--- config.mk ---
export PLATFORM = sky130hd
export DESIGN_NAME = fmdll_edge_sequencer
export DESIGN_NICKNAME = d
export VERILOG_FILES = /design/src/rtl/fmdll_edge_sequencer.sv
export SDC_FILE = /design/constraint.sdc
export NUM_CORES = 1
export LEC_CHECK = 0
export ABC_AREA = 1
export CAP_MARGIN = 20
export CELL_PAD_IN_SITES_DETAIL_PLACEMENT = 1
export CELL_PAD_IN_SITES_GLOBAL_PLACEMENT = 1
export CORE_MARGIN = 10
export CORE_UTILIZATION = 40
export CTS_CLUSTER_DIAMETER = 30
export CTS_CLUSTER_SIZE = 16
export DETAILED_ROUTE_END_ITERATION = 16
export PLACE_DENSITY_LB_ADDON = 0.1
export SETUP_SLACK_MARGIN = 0.3
export SLEW_MARGIN = 20
export SYNTH_ARGS = -nofsm -noshare
export SYNTH_HDL_FRONTEND = slang
export SYNTH_SLANG_ARGS = --single-unit
--- constraint.sdc ---
create_clock -name clk -period 6.4 [get_ports clk]
set_input_delay 1.92 -clock clk [delete_from_list [all_inputs] [get_ports clk]]
set_output_delay 1.92 -clock clk [all_outputs]
set_load 0.01 [all_outputs]
--- src/rtl/fmdll_edge_sequencer.sv ---
// Edge-select sequencer for the FMDLL delay line: owns the N/M counters,
// shadows the N/M configuration and drives the registered 2-bit line select.
module fmdll_edge_sequencer #(
  parameter int NW  = 4,
  parameter int MW  = 2,
  parameter int TMO = 16
) (
  input  logic          clk,
  input  logic          rst_n,
  input  logic          en,
  input  logic [NW-1:0] n_cfg,
  input  logic [MW-1:0] m_cfg,
  input  logic          cfg_load,
  output logic          cfg_ack,
  output logic          err_cfg,
  input  logic          ref_edge,
  output logic [1:0]    sel,
  output logic [NW-1:0] n_count,
  output logic [MW-1:0] m_count,
  output logic          frame_done,
  output logic          err_miss,
  output logic          err_early,
  output logic          busy
);

  localparam int TW = $clog2(TMO + 1);

  typedef enum logic [2:0] {
    S_IDLE,
    S_WAIT_REF,
    S_RUN,
    S_ARM,
    S_INJECT
  } state_t;

  state_t        state_q, state_d;
  logic [NW-1:0] n_q, n_d, n_sh_q, n_sh_d, pend_n_q, pend_n_d;
  logic [MW-1:0] m_q, m_d, m_sh_q, m_sh_d, pend_m_q, pend_m_d;
  logic [TW-1:0] timer_q, timer_d;
  logic          pend_q, pend_d;
  logic [1:0]    sel_q, sel_d;
  logic          ack_q, ack_d, err_cfg_q, err_cfg_d;
  logic          done_q, done_d, miss_q, miss_d, early_q, early_d, busy_q, busy_d;
  logic          cfg_valid, load_open, take_now, take_pend;

  always_comb begin
    state_d   = state_q;
    n_d       = n_q;
    m_d       = m_q;
    timer_d   = timer_q;
    miss_d    = 1'b0;
    early_d   = 1'b0;
    n_sh_d    = n_sh_q;
    m_sh_d    = m_sh_q;
    pend_d    = pend_q;
    pend_n_d  = pend_n_q;
    pend_m_d  = pend_m_q;
    sel_d     = 2'b00;

    case (state_q)
      S_IDLE: begin
        n_d = '0;
        m_d = '0;
        if (en) state_d = S_WAIT_REF;
      end
      S_WAIT_REF: begin
        n_d = '0;
        m_d = '0;
        // Disable takes priority over a coincident reference edge
        if (!en) begin
          state_d = S_IDLE;
        end else if (ref_edge) begin
          state_d = S_RUN;
          n_d     = NW'(1);
          m_d     = MW'(1);
        end
      end
      S_RUN: begin
        if (ref_edge) begin
          early_d = 1'b1;
          state_d = S_INJECT;
        end else if (n_q == n_sh_q) begin
          if (m_q < m_sh_q) begin
            n_d = NW'(1);
            m_d = m_q + 1'b1;
          end else begin
            state_d = S_ARM;
            timer_d = TW'(1);
          end
        end else begin
          n_d = n_q + 1'b1;
        end
      end
      S_ARM: begin
        if (ref_edge) begin
          state_d = S_INJECT;
        end else if (timer_q == TW'(TMO)) begin
          miss_d  = 1'b1;
          state_d = S_WAIT_REF;
          n_d     = '0;
          m_d     = '0;
        end else begin
          timer_d = timer_q + 1'b1;
        end
      end
      S_INJECT: begin
        if (en) begin
          state_d = S_RUN;
          n_d     = NW'(1);
          m_d     = MW'(1);
        end else begin
          state_d = S_IDLE;
          n_d     = '0;
          m_d     = '0;
        end
      end
      default: begin
        state_d = S_IDLE;
        n_d     = '0;
        m_d     = '0;
      end
    endcase

    // A direct load supersedes any pending one; either path yields one ack
    cfg_valid = (n_cfg != '0) && (m_cfg != '0);
    load_open = (state_q == S_IDLE) || (state_q == S_WAIT_REF) || (state_q == S_INJECT);
    take_now  = cfg_load && cfg_valid && load_open;
    take_pend = pend_q && ((state_q == S_INJECT) || (state_d == S_IDLE));
    if (take_now) begin
      n_sh_d = n_cfg;
      m_sh_d = m_cfg;
    end else if (take_pend) begin
      n_sh_d = pend_n_q;
      m_sh_d = pend_m_q;
    end
    if (cfg_load && cfg_valid && !load_open) begin
      pend_d   = 1'b1;
      pend_n_d = n_cfg;
      pend_m_d = m_cfg;
    end else if (take_now || take_pend) begin
      pend_d = 1'b0;
    end
    ack_d     = take_now || take_pend;
    err_cfg_d = cfg_load && !cfg_valid;

    if (state_d == S_INJECT) begin
      sel_d = 2'b01;
    end else if ((state_d == S_RUN) && (n_d == n_sh_d) && (m_d < m_sh_d)) begin
      sel_d = 2'b10;
    end
    done_d = (state_d == S_INJECT);
    busy_d = (state_d != S_IDLE);
  end

  always_ff @(posedge clk) begin
    if (!rst_n) begin
      state_q   <= S_IDLE;
      n_q       <= '0;
      m_q       <= '0;
      timer_q   <= '0;
      n_sh_q    <= NW'(1);
      m_sh_q    <= MW'(1);
      pend_q    <= 1'b0;
      pend_n_q  <= '0;
      pend_m_q  <= '0;
      sel_q     <= 2'b00;
      ack_q     <= 1'b0;
      err_cfg_q <= 1'b0;
      done_q    <= 1'b0;
      miss_q    <= 1'b0;
      early_q   <= 1'b0;
      busy_q    <= 1'b0;
    end else begin
      state_q   <= state_d;
      n_q       <= n_d;
      m_q       <= m_d;
      timer_q   <= timer_d;
      n_sh_q    <= n_sh_d;
      m_sh_q    <= m_sh_d;
      pend_q    <= pend_d;
      pend_n_q  <= pend_n_d;
      pend_m_q  <= pend_m_d;
      sel_q     <= sel_d;
      ack_q     <= ack_d;
      err_cfg_q <= err_cfg_d;
      done_q    <= done_d;
      miss_q    <= miss_d;
      early_q   <= early_d;
      busy_q    <= busy_d;
    end
  end

  assign sel        = sel_q;
  assign n_count    = n_q;
  assign m_count    = m_q;
  assign cfg_ack    = ack_q;
  assign err_cfg    = err_cfg_q;
  assign frame_done = done_q;
  assign err_miss   = miss_q;
  assign err_early  = early_q;
  assign busy       = busy_q;

endmodule

## Yosys cells after proc, flatten, opt, wreduce, memory -nomap -nowiden

Cells that the tools add are included.

- Flip-flop bits (word level): 35
- Output and inout port bits: 14
- Word-level logic and storage cells: 107
- Input port bits: 11

- Equality and inequality tests: 14
- Mux-type cells: 44
- Bitwise gates (word level): 2
- Reductions and logical operators: 25
- $add $sub $neg: 3
- Order comparisons: 2

Operators by type and width:

| operator | number |
|---|---|
| 4-bit two-way mux | 7 |
| 5-bit two-way mux | 5 |
| 3-bit two-way mux | 8 |
| 2-bit two-way mux | 9 |
| 4-bit case mux with 4 select lines | 1 |
| 3-bit case mux with 5 select lines | 1 |
| 1-bit two-way mux | 11 |
| 2-bit != test (second input constant) | 5 |
| 5-bit case mux with 2 select lines | 1 |
| 3-bit by 2-bit equality test with 1-bit output (second input constant) | 3 |
| 4-bit equality test | 2 |
| 1-bit logical AND | 8 |
| 2-bit case mux with 4 select lines | 1 |
| 3-bit equality test (second input constant) | 2 |
| 3-bit zero test | 2 |
| 6-bit AND reduction | 1 |
| 2-bit nonzero test | 3 |
| 5-bit by 1-bit adder with 5-bit output (second input constant) | 1 |
| 5-bit equality test (second input constant) | 1 |
| 4-bit by 1-bit adder with 4-bit output (second input constant) | 1 |
| 1-bit logical OR | 4 |
| 2-bit less-than comparator | 2 |
| 4-bit nonzero test | 1 |
| 3-bit by 1-bit equality test with 1-bit output (second input constant) | 1 |
| 7 further kinds | 9 |

## Depth between registers and ports, before layout

Gate-level depths: netlist (run 1).

- Depth in word-level cells: 15
- Mapped depth: 21
- Mapped depth without buffers: 20

## Worst setup path before layout (run 1)

OpenSTA, ideal clock, no wires.

- Path kind: input port to flip-flop
- From: in ref_edge
- To: reg sel_q[1], in the netlist sel[1]
- Data required time: 6.338 ns
- Arrival: 3.574 ns
- Setup slack: 2.764 ns
- Path buffers: 1
- Library setup time: 0.062 ns
- Stages: 15
- Path through: inv_2 nand2_1 a21oi_4 nand4_1 nand2_2 nand2_2 buf_6 a211oi_1 a21oi_1 ha_1 nor3_1 nand2_1 nor2_1 nand2_1 nor2_2

- Word-level cells in the longest chain between the ends: 12
- Elaborated cells on any way between the ends: 30
- Those cells by class: order compare: 1; eq/ne: 3; mux: 20; reduce/logical: 6

Ends and longest elaborated chain:

| element | RTL line | RTL |
|---|---|---|
| start, declared | 16 | `input logic ref_edge,` |
| 3-bit two-way mux | 72 | `end else if (ref_edge) begin` |
| 3-bit two-way mux | 70 | `if (!en) begin` |
| 3-bit case mux with 5 select lines | 60 | `case (state_q)` |
| 3-bit zero test | 128 | `take_pend = pend_q && ((state_q == S_INJECT) \|\| (state_d == S_IDLE));` |
| 1-bit logical OR | 128 |  |
| 1-bit logical AND | 128 |  |
| 4-bit two-way mux | 132 | `end else if (take_pend) begin` |
| 4-bit two-way mux | 129 | `if (take_now) begin` |
| 4-bit equality test | 148 | `end else if ((state_d == S_RUN) && (n_d == n_sh_d) && (m_d < m_sh_d)) begin` |
| 1-bit logical AND (2 in series) | 148 |  |
| 2-bit two-way mux | 148 |  |
| end signal, assigned | 183 | `sel_q <= sel_d;` |
| end, declared | 41 | `logic [1:0] sel_q, sel_d;` |

Several ways; a longest one is shown, not always the timed one.
A chain may end at the register's enable or synchronous reset.

## Worst setup path in the final report (run 1)

Same ends and word-level chain as after synthesis.

==> results of run 1 <==
## layout make-up
cell class                      count  area (µm²)
Clock buffer                        5       68.82
Clock inverter                      3       45.04
Fill cell                         601        2185
Inverter                           45       168.9
Multi-Input combinational cell    195       991.0
Sequential cell                    34       680.7
Tap cell                           52       65.06
Timing Repair Buffer               24       240.2
## cell families after synthesis
kind of cell / Yosys count
flops: 34
fa+ha+maj: 5
compound gates: 47
simple gates: 141
xor+xnor: 2
buf+inv: 50
## synthesized netlist by cell type (2+ instances only)
library cell / instances
inv_1: 37
nand4_1: 3
inv_2: 8
clkbuf_1: 2
nor3_1: 7
xor2_1: 2
nand2_2: 9
nand3_2: 2
dfxtp_1: 34
nor3b_1: 2
nand2_1: 59
a31oi_1: 4
nand3_1: 26
o21ai_2: 2
nor2_2: 2
a21oi_1: 21
ha_1: 5
nor2_1: 27
o21ai_0: 18
## through the flow
stage / hold slack (ns) / power, mW / utilization (%)
after global routing: 0.4976 / 0.5046 / 50.84
final: 0.4708 / 0.4839 / 50.84
after detailed placement: 0.4748 / 0.2848 / 48.28
after global placement: 0.4597 / 0.2840 / 48.28
after floorplan: 0.4303 / 0.2629 / -
after CTS: 0.4742 / 0.4911 / 50.84
## sequential cells by signal, indices dropped and copies added (netlist names)
signal	cells
err_cfg	1
pend_n_q	4
state_q	3
busy	1
m_sh_q	2
pend_q	1
timer_q	5
cfg_ack	1
err_miss	1
n_count	4
m_count	2
sel	2
n_sh_q	4
err_early	1
pend_m_q	2
## final timing paths
kind                                               start                        to
worst max-delay path                            ref_edge         sel[1]$_SDFF_PP0_
worst min-delay path            pend_n_q[1]$_SDFFE_PN0P_  pend_n_q[1]$_SDFFE_PN0P_
worst max register to register     state_q[1]$_SDFF_PN0_         sel[1]$_SDFF_PP0_
worst min register to register  pend_n_q[1]$_SDFFE_PN0P_  pend_n_q[1]$_SDFFE_PN0P_
## worst reg2reg max path: cells and delay by family (launching register included)
family | cells | cell delay, ns
DFF | 1 | 0.39
and+or+nand+nor | 14 | 1.79
AOI/OAI and AO/OA | 2 | 0.27
adders and majority gates | 1 | 0.19
## per-layer routing
layer / GRT usage [%] / wire (µm) / up-vias
li1: - / - / 954
met1: 17.63 / 2500 / 843
met2: 24.85 / 2433 / 34
met3: 3.493 / 231 / 7
met4: 4.846 / 70 / 0
met5: 0 / 0 / -
## power by group
group | internal [mW] | switching [mW]
clock network | 0.116 | 0.0883
logic | 0.0219 | 0.0370
registers | 0.217 | 0.00410
==> results.sh, run 1 <==
export IMPL_status="finished clean"
export IMPL_period_share_pct=65.21
export IMPL_totalWireLength_um=5235
export IMPL_dp_cells=350
export IMPL_cts_buffer_depth=2
export IMPL_syn_area_um2=1871
export IMPL_worstPathRequired_ns=6.64
export IMPL_htreeDepth=2
export IMPL_drv_cap=0
export IMPL_die_area_um2=7812
export IMPL_post_dp_cell_area_um2=2146
export IMPL_synth_net_count=295
export IMPL_critPathKind="in2reg"
export IMPL_fp_row_count=24
export IMPL_path_max_fanout=11
export IMPL_grt_pass1_wl_um=9032
export IMPL_clk_pin_slew_ns=0.08
export IMPL_netlist_instances=279
export IMPL_hpwl_um=4002
export IMPL_synth_top_area_cell="dfxtp_1"
export IMPL_vias=1838
export IMPL_tightestPinTransition_ns=0.7001
export IMPL_synth_seq_area_share_pct=36.39
export IMPL_critPathLaunchType="primary input"
export IMPL_ir_drop_mv=0.1488
export IMPL_path_cells="clkdlybuf4s50_1, inv_2, nor2_1, inv_1, nand4_1, nand2_2, nand2_2, nor2_1, a211oi_1, a21oi_1, ha_1, nor3_1, nand2_1, nor2_1, nand2_1, nor2_2"
export IMPL_synth_compound_area_share_pct=13.98
export IMPL_cp_data_arrival_time_ns=4.42
export IMPL_crit_slowest_cell="clkdlybuf4s50_1"
export IMPL_synth_top_family_by_area="simple AND/OR/NAND/NOR gates"
export IMPL_grt_max_degree=21
export IMPL_place_gp_congestion=0.8242
export IMPL_critPathBufInv=3
export IMPL_cts_sinks=34
export IMPL_synth_cell_types=28
export IMPL_root_buffer="clkbuf_8"
export IMPL_tns_ns=0
export IMPL_cts_hold_fix_buffers=0
export IMPL_fmax_mhz=239.6
export IMPL_dominantRegCellSynth="dfxtp_1"
export IMPL_die_h_um=88.39
export IMPL_critPathMaxStageDelay_ns=0.56
export IMPL_powerDensity_nw_per_um2=214.2
export IMPL_post_place_ws_ns=1.928
export IMPL_portBuffers=24
export IMPL_antenna_found_initial=0
export IMPL_slew_viol_final=0
export IMPL_final_cell_mix="nand2_1, inv_1, dfxtp_1, nor2_1, nand3_1"
export IMPL_min_period_ns=4.173
export IMPL_final_area_um2=2260
export IMPL_cp_common_cell="nor2_1"
export IMPL_diodes=0
export IMPL_worstRegToRegCells=17
export IMPL_drt_antenna_violating_nets=0
export IMPL_setup_ws_ns=2.227
export IMPL_die_x_um=88.39
export IMPL_num_io_pins=25
export IMPL_final_hold_viol_count=0
export IMPL_worstSetupPathDepth=16
export IMPL_holdPathStages=2
export IMPL_final_cells=358
export IMPL_synth_area_mux_share_pct=0
export IMPL_slew_headroom_pct=53.27
export IMPL_synth_simple_area_share_pct=34.72
export IMPL_postSynthAreaPerCell_um2=6.704
export IMPL_initial_core_util_pct=42.09
export IMPL_drc=0
export IMPL_setup_viol=0
export IMPL_end_kind="flop"
export IMPL_synth_top_area_share_pct=36.39
export IMPL_hp_class="reg2reg"
export IMPL_grt_overflow_total=0
export IMPL_power_leakage_nw=1.030
export IMPL_synth_edf_count=0
export IMPL_yosysWarningCount=0
export IMPL_r2r_slack_ns=3.71
export IMPL_drt_first_pass_iters=4
export IMPL_grt_pass1_vias=1913
export IMPL_layout_commonest_cell="nand2_1"
export IMPL_critical_path_top_delay_family="simple AND/OR/NAND/NOR gates"
export IMPL_synth_xor_area_share_pct=0.9365
export IMPL_vias_per_cell=5.134
export IMPL_numCtsBuffers=5
export IMPL_drive_gt1_share_pct=11.11
export IMPL_tritoncts="built"
export IMPL_rsz0062_at_grt="no"
export IMPL_routedWlPerCell_um=14.62
export IMPL_area_delta_synth_final_pct=20.80
export IMPL_coreArea_um2=4444
export IMPL_synth_seq_cells=34
export IMPL_clock_skew_ns=0.01086
export IMPL_clock_latency_ns=0.30
export IMPL_post_cts_buffers=0
export IMPL_track_usage_pct=14.60
export IMPL_synth_fa_ha_area_share_pct=3.344
export IMPL_drt_iter0_markers=71
export IMPL_post_cts_resized=0
export IMPL_nNetsFinal=321
export IMPL_async_flop_share_pct=0
export IMPL_ys_top_cells_by_area="dfxtp_1, nand2_1, inv_1, nand3_1, a21oi_1"
No activity file was read; power rests on OpenSTA's default activity.
==> run 2, diff against run 1 <==
Settings changed: CORE_UTILIZATION 40 to 35.
Clock period 6.4 ns to 3.45 ns, I/O delays scaled along.
==> run 2 against run 1 <==
  * Utilization fell by 5.7 points
  * Wire length rose by 1.3%
  * Global-route usage down 1.2 points
  * Critical endpoint unchanged
  * Highest routed layer unchanged
==> results.sh, run 2 (synthesis gave the netlist of run 1 again) <==
export IMPL_status="finished clean"
export IMPL_path_cells="clkdlybuf4s50_1, inv_2, nand3_2, nand2_2, a21oi_4, nand4_1, nand2_2, nand2_2, a211oi_1, a21oi_1, ha_1, nor3_2, nand2_1, nor2_2, nand2_1, nor2_2"
export IMPL_critPathLaunchType="primary input"
export IMPL_period_share_pct=84.74
export IMPL_largest_reg_flops=5
export IMPL_final_cell_mix="nand2_1, inv_1, dfxtp_1, nor2_1, nand3_1"
export IMPL_max_flop_register="timer_q"
export IMPL_post_place_ws_ns=0.1302
export IMPL_root_buffer="clkbuf_8"
export IMPL_fmax_mhz=342.0
export IMPL_final_area_um2=2322
export IMPL_min_from="pend_n_q[1]$_SDFFE_PN0P_"
export IMPL_worstPathRequired_ns=3.68
export IMPL_final_util_pct=45.18
export IMPL_grt_pass1_vias=2038
export IMPL_power_leakage_nw=1.068
export IMPL_critPathMaxStageDelay_ns=0.53
export IMPL_clk_pin_slew_ns=0.07
export IMPL_critPathKind="in2reg"
export IMPL_powerDensity_nw_per_um2=348.8
export IMPL_die_h_um=93.11
export IMPL_worstHoldEndpoint="pend_n_q[1]$_SDFFE_PN0P_"
export IMPL_final_cells=384
export IMPL_cts_buffer_depth=2
export IMPL_cts_sinks=34
export IMPL_grt_overflow_total=0
export IMPL_hp_class="reg2reg"
export IMPL_path_max_fanout=5
export IMPL_area_delta_synth_final_pct=24.15
export IMPL_track_usage_pct=13.37
export IMPL_vias_per_cell=4.906
export IMPL_coreArea_um2=5140
export IMPL_tightestPinTransition_ns=0.5554
export IMPL_place_gp_congestion=0.7647
export IMPL_tritoncts="built"
export IMPL_dp_cells=375
export IMPL_fp_row_count=26
export IMPL_holdWs_ns=0.4795
export IMPL_die_area_um2=8669
export IMPL_slew_headroom_pct=62.58
export IMPL_r2r_end="sel[1]$_SDFF_PP0_"
export IMPL_layout_commonest_cell="nand2_1"
export IMPL_drt_first_pass_iters=4
export IMPL_routedWlPerCell_um=13.81
export IMPL_hpwl_um=4265
export IMPL_portBuffers=24
export IMPL_setup_ws_ns=0.5263
export IMPL_diodes=0
export IMPL_ir_drop_mv=0.2051
export IMPL_num_fill_cells=703
export IMPL_holdPathStages=2
export IMPL_r2r_slack_ns=1.00
export IMPL_clock_latency_ns=0.28
export IMPL_cts_hold_fix_buffers=0
export IMPL_r2r_start="state_q[1]$_SDFF_PN0_"
export IMPL_tns_ns=0
export IMPL_totalWireLength_um=5304
export IMPL_drv_cap=0
export IMPL_end_kind="flop"
export IMPL_die_x_um=93.11
export IMPL_drc=0
export IMPL_nNetsFinal=330
export IMPL_post_dp_cell_area_um2=2221
export IMPL_critPathBufInv=2
export IMPL_grt_pass1_wl_um=9542
export IMPL_antenna_found_initial=0
export IMPL_num_io_pins=25
export IMPL_slew_viol_final=0
export IMPL_final_hold_viol_count=0
export IMPL_power_total_mw=0.8100
export IMPL_htreeDepth=2
export IMPL_worstRegToRegCells=17
export IMPL_crit_slowest_cell="clkdlybuf4s50_1"
export IMPL_rsz0062_at_grt="no"
export IMPL_clock_skew_ns=0.006860
export IMPL_drive_gt1_share_pct=13.38
export IMPL_initial_core_util_pct=36.39
export IMPL_min_period_ns=2.924
export IMPL_setup_viol=0
export IMPL_numCtsBuffers=5
export IMPL_critical_path_top_delay_family="simple AND/OR/NAND/NOR gates"
export IMPL_vias=1884
export IMPL_drt_iter0_markers=69
export IMPL_cp_data_arrival_time_ns=3.15
export IMPL_cp_common_cell="nand2_2"
export IMPL_drt_antenna_violating_nets=0
export IMPL_grt_max_degree=20
run 2: cell count changes in the layout (fill, tap and decap cells not counted), sizes merged:
cell / delta
clkdlybuf4s50: -1
clkinvlp: -2
buf: +9
clkbuf: +2
bufinv: -1
dlymetal6s2s: +1
run 2: report_power, final:
group | internal (mW) | switching (mW) | total, mW
combinational | 0.0494 | 0.0711 | 0.121
clock | 0.139 | 0.141 | 0.280
sequential | 0.403 | 0.00726 | 0.410
total | 0.591 | 0.219 | 0.810
run 2: layer usage:
metal,vias up,track usage (%),share of wire (%)
li1,967,-,-
met1,882,15.54,47
met2,28,23.19,48
met3,7,3.757,4.3
met4,0,4.113,1.2
met5,-,0,0
run 2: worst register-to-register path, stage by stage (launching register included):
cell and delay [ns]:
dfxtp_1 0.40, nand2_2 0.16, nor2_2 0.34, nand4_1 0.19, nand2_1 0.10, nand2_1 0.07, nand4_1 0.09, nand2_2 0.07
nand2_2 0.08, nor2_1 0.04, a211oi_1 0.16, a21oi_1 0.09, ha_1 0.20, nor3_2 0.09, nand2_1 0.07, nor2_2 0.11
nand2_1 0.07, nor2_2 0.06
run 2: cell type report:
class	count	area (µm²)	area share [%]
sequential	34	680.7	29.31
inverter	45	168.9	7.274
clock buffer	7	76.32	3.287
tap	70	87.58	3.772
multi-input combinational	195	998.5	43.00
timing repair buffer	33	310.3	13.36
run 2: worst max path at each step:
stage                  start                 to  slack, ns  cells past startpoint
global route        ref_edge  sel[1]$_SDFF_PP0_       0.24                     16
detailed placement        en  sel[1]$_SDFF_PP0_       0.13                     18
CTS                 ref_edge  sel[1]$_SDFF_PP0_       0.39                     16
floorplan           ref_edge  sel[1]$_SDFF_PP0_       0.70                     15
finish              ref_edge  sel[1]$_SDFF_PP0_       0.53                     16
global placement    ref_edge  sel[1]$_SDFF_PP0_       0.22                     16
run 2: timing repair:
item,CTS,global route
resized for setup,0,3
endpoints found under the setup margin,0,1
buffers inserted,0,2
==> edit: new RTL, settings of run 1 <==
Set the parameter `NW` to 5 (it was 4).
--- a/src/rtl/fmdll_edge_sequencer.sv
+++ b/src/rtl/fmdll_edge_sequencer.sv
@@ -2,5 +2,5 @@
 // shadows the N/M configuration and drives the registered 2-bit line select.
 module fmdll_edge_sequencer #(
-  parameter int NW  = 4,
+  parameter int NW  = 5,
   parameter int MW  = 2,
   parameter int TMO = 16
Interface: changed (resized n_cfg and n_count); port bits go from 25 to 27. No check against the original RTL was run, so the function may have changed too.
==> edit against run 1 <==
  * Wire length is 11% higher
  * Critical path type unchanged
  * Synthesized area grew 9.2%
  * Setup slack got worse by 39 ps
  * Combinational power rose by 16%
  * Critical path depth fell by 1
  * Count of clock-buffer cells in the layout stayed put
  * Clock power grew 18%
  * Cell count grew 8.1%
  * Design area is 9.8% higher
  * Sequential share of layout area shrank 0.27 points
  * Power is 14% higher
  * Sequential cell count grew 3
==> edit: results <==
group,metric,value,unit
min_path,min_to,"pend_m_q[1]$_SDFFE_PN0P_",
timing,skew,1.620,ps
placed_design,gp_congestion,0.8636,
worst_setup_path,cp-start-kind,"primary input",
global_route,grt_pass1_wl,9742,um
power_and_ir_drop,vdd_ir_drop_max,0.1648,mV
synthesis,synth_commonest_cells,"57 x nand2_1, 37 x dfxtp_1, 34 x inv_1, 34 x nor2_1, 33 x nand3_1",
worst_setup_path,cp.arrival,4450,ps
synthesis,yosysWarnings,0,
min_path,min_from,"pend_m_q[1]$_SDFFE_PN0P_",
worst_setup_path,worstRegToRegCells,16,
worst_setup_path,setup.worst_path.end,"sel[1]$_SDFF_PP0_",
global_route,grt_max_degree,24,
timing,worst_hold_slack,485.8,ps
global_route,grt_usage,14.13,%
worst_setup_path,cp_slowest_cell,"clkdlybuf4s50_1",
min_path,hold_path.class,"reg -> reg",
synthesis,synth_nets,311,
layout,fillers,646,
clock_network,cts_made_buffers,5,
synthesis,synthDistinctLibCells,36,
synthesis,synthArstFlopShare,0,%
placed_design,dp_hpwl,4588,um
power_and_ir_drop,leakage,1.085,nW
worst_setup_path,timing.rr.start,"m_sh_q[1]$_SDFF_PN0_",
placed_design,portBuffers,26,
route,drt_first_pass_iters,4,
power_and_ir_drop,switching_power,0.1339,mW
layout,fin_nets,336,
placed_design,postPlaceCellArea,2347,sq um
run,drv_cap,0,
synthesis,yosysSeqAreaShare,36.27,%
layout,drive_gt1_share,10.94,%
timing,worst_pin_slew,762.0,ps
run_status,status,"finished, final reports clean",
worst_setup_path,crit_fanout,11,
route,wirelength,5788,um
route,drtIter0Drc,90,
worst_setup_path,cpPeakStageDelay,540,ps
synthesis,netlist_top_cells_area,"dfxtp_1 36%, nand2_1 10%, nand3_1 8.1%, inv_1 6.3%, nor2_1 6.3%",
clock_network,post_cts_resized,0,
min_path,hold_path_depth,2,
route,num_vias,1962,
layout,n_antenna_cell,0,
clock_network,cts_buffer_depth,2,
## edit: cell count changes after synthesis, sizes merged, moves of 6 or more
| cell | run 1 | this run |
|---|---|---|
| nand3 | 28 | 37 |
| a21oi | 22 | 13 |
| nand2 | 68 | 62 |
| nor2 | 30 | 36 |
## edit: routing by layer
metal | vias up | routed length [um] | GRT usage [%]
li1 | 1002 | - | -
met1 | 922 | 2651 | 16.53
met2 | 32 | 2883 | 24.76
met3 | 6 | 193 | 3.786
met4 | 0 | 59 | 3.525
met5 | - | 0 | 0
## edit: power by group through the flow
stage	logic [mW]	registers [mW]	clock network, mW
4_1_cts	0.0684	0.242	0.244
5_1_grt	0.0775	0.243	0.254
3_5_place_dp	0.0676	0.248	0
2_1_floorplan	0.0447	0.246	0
3_3_place_gp	0.0663	0.247	0
6_report	0.0681	0.242	0.241
## edit: final cells by class
cell class | instances | area share, %
Tap cell | 67 | 3.379
Sequential cell | 37 | 29.85
Clock buffer | 5 | 2.774
Timing Repair Buffer | 26 | 10.49
Multi-Input combinational cell | 208 | 44.68
Clock inverter | 3 | 2.622
Inverter | 41 | 6.203
## edit: per-stage QoR
stage | instances | setup WS [ps] | util [%]
final | 387 | 2187 | 51.17
after global routing | 387 | 1942 | 51.17
after CTS | 387 | 2170 | 51.17
after detailed placement | 379 | 1857 | 48.41
after global placement | 379 | 1990 | 48.41
after floorplan | 294 | 2801 | -
## edit: cells by family after synthesis
| family | Yosys count | synth area share [%] |
|---|---|---|
| and+or+nand+nor | 154 | 36.21 |
| buffers and inverters | 49 | 9.437 |
| AOI/OAI and AO/OA | 43 | 12.44 |
| DFF | 37 | 36.27 |
| xor gates and xnor gates | 6 | 2.574 |
| adders and majority gates | 5 | 3.064 |
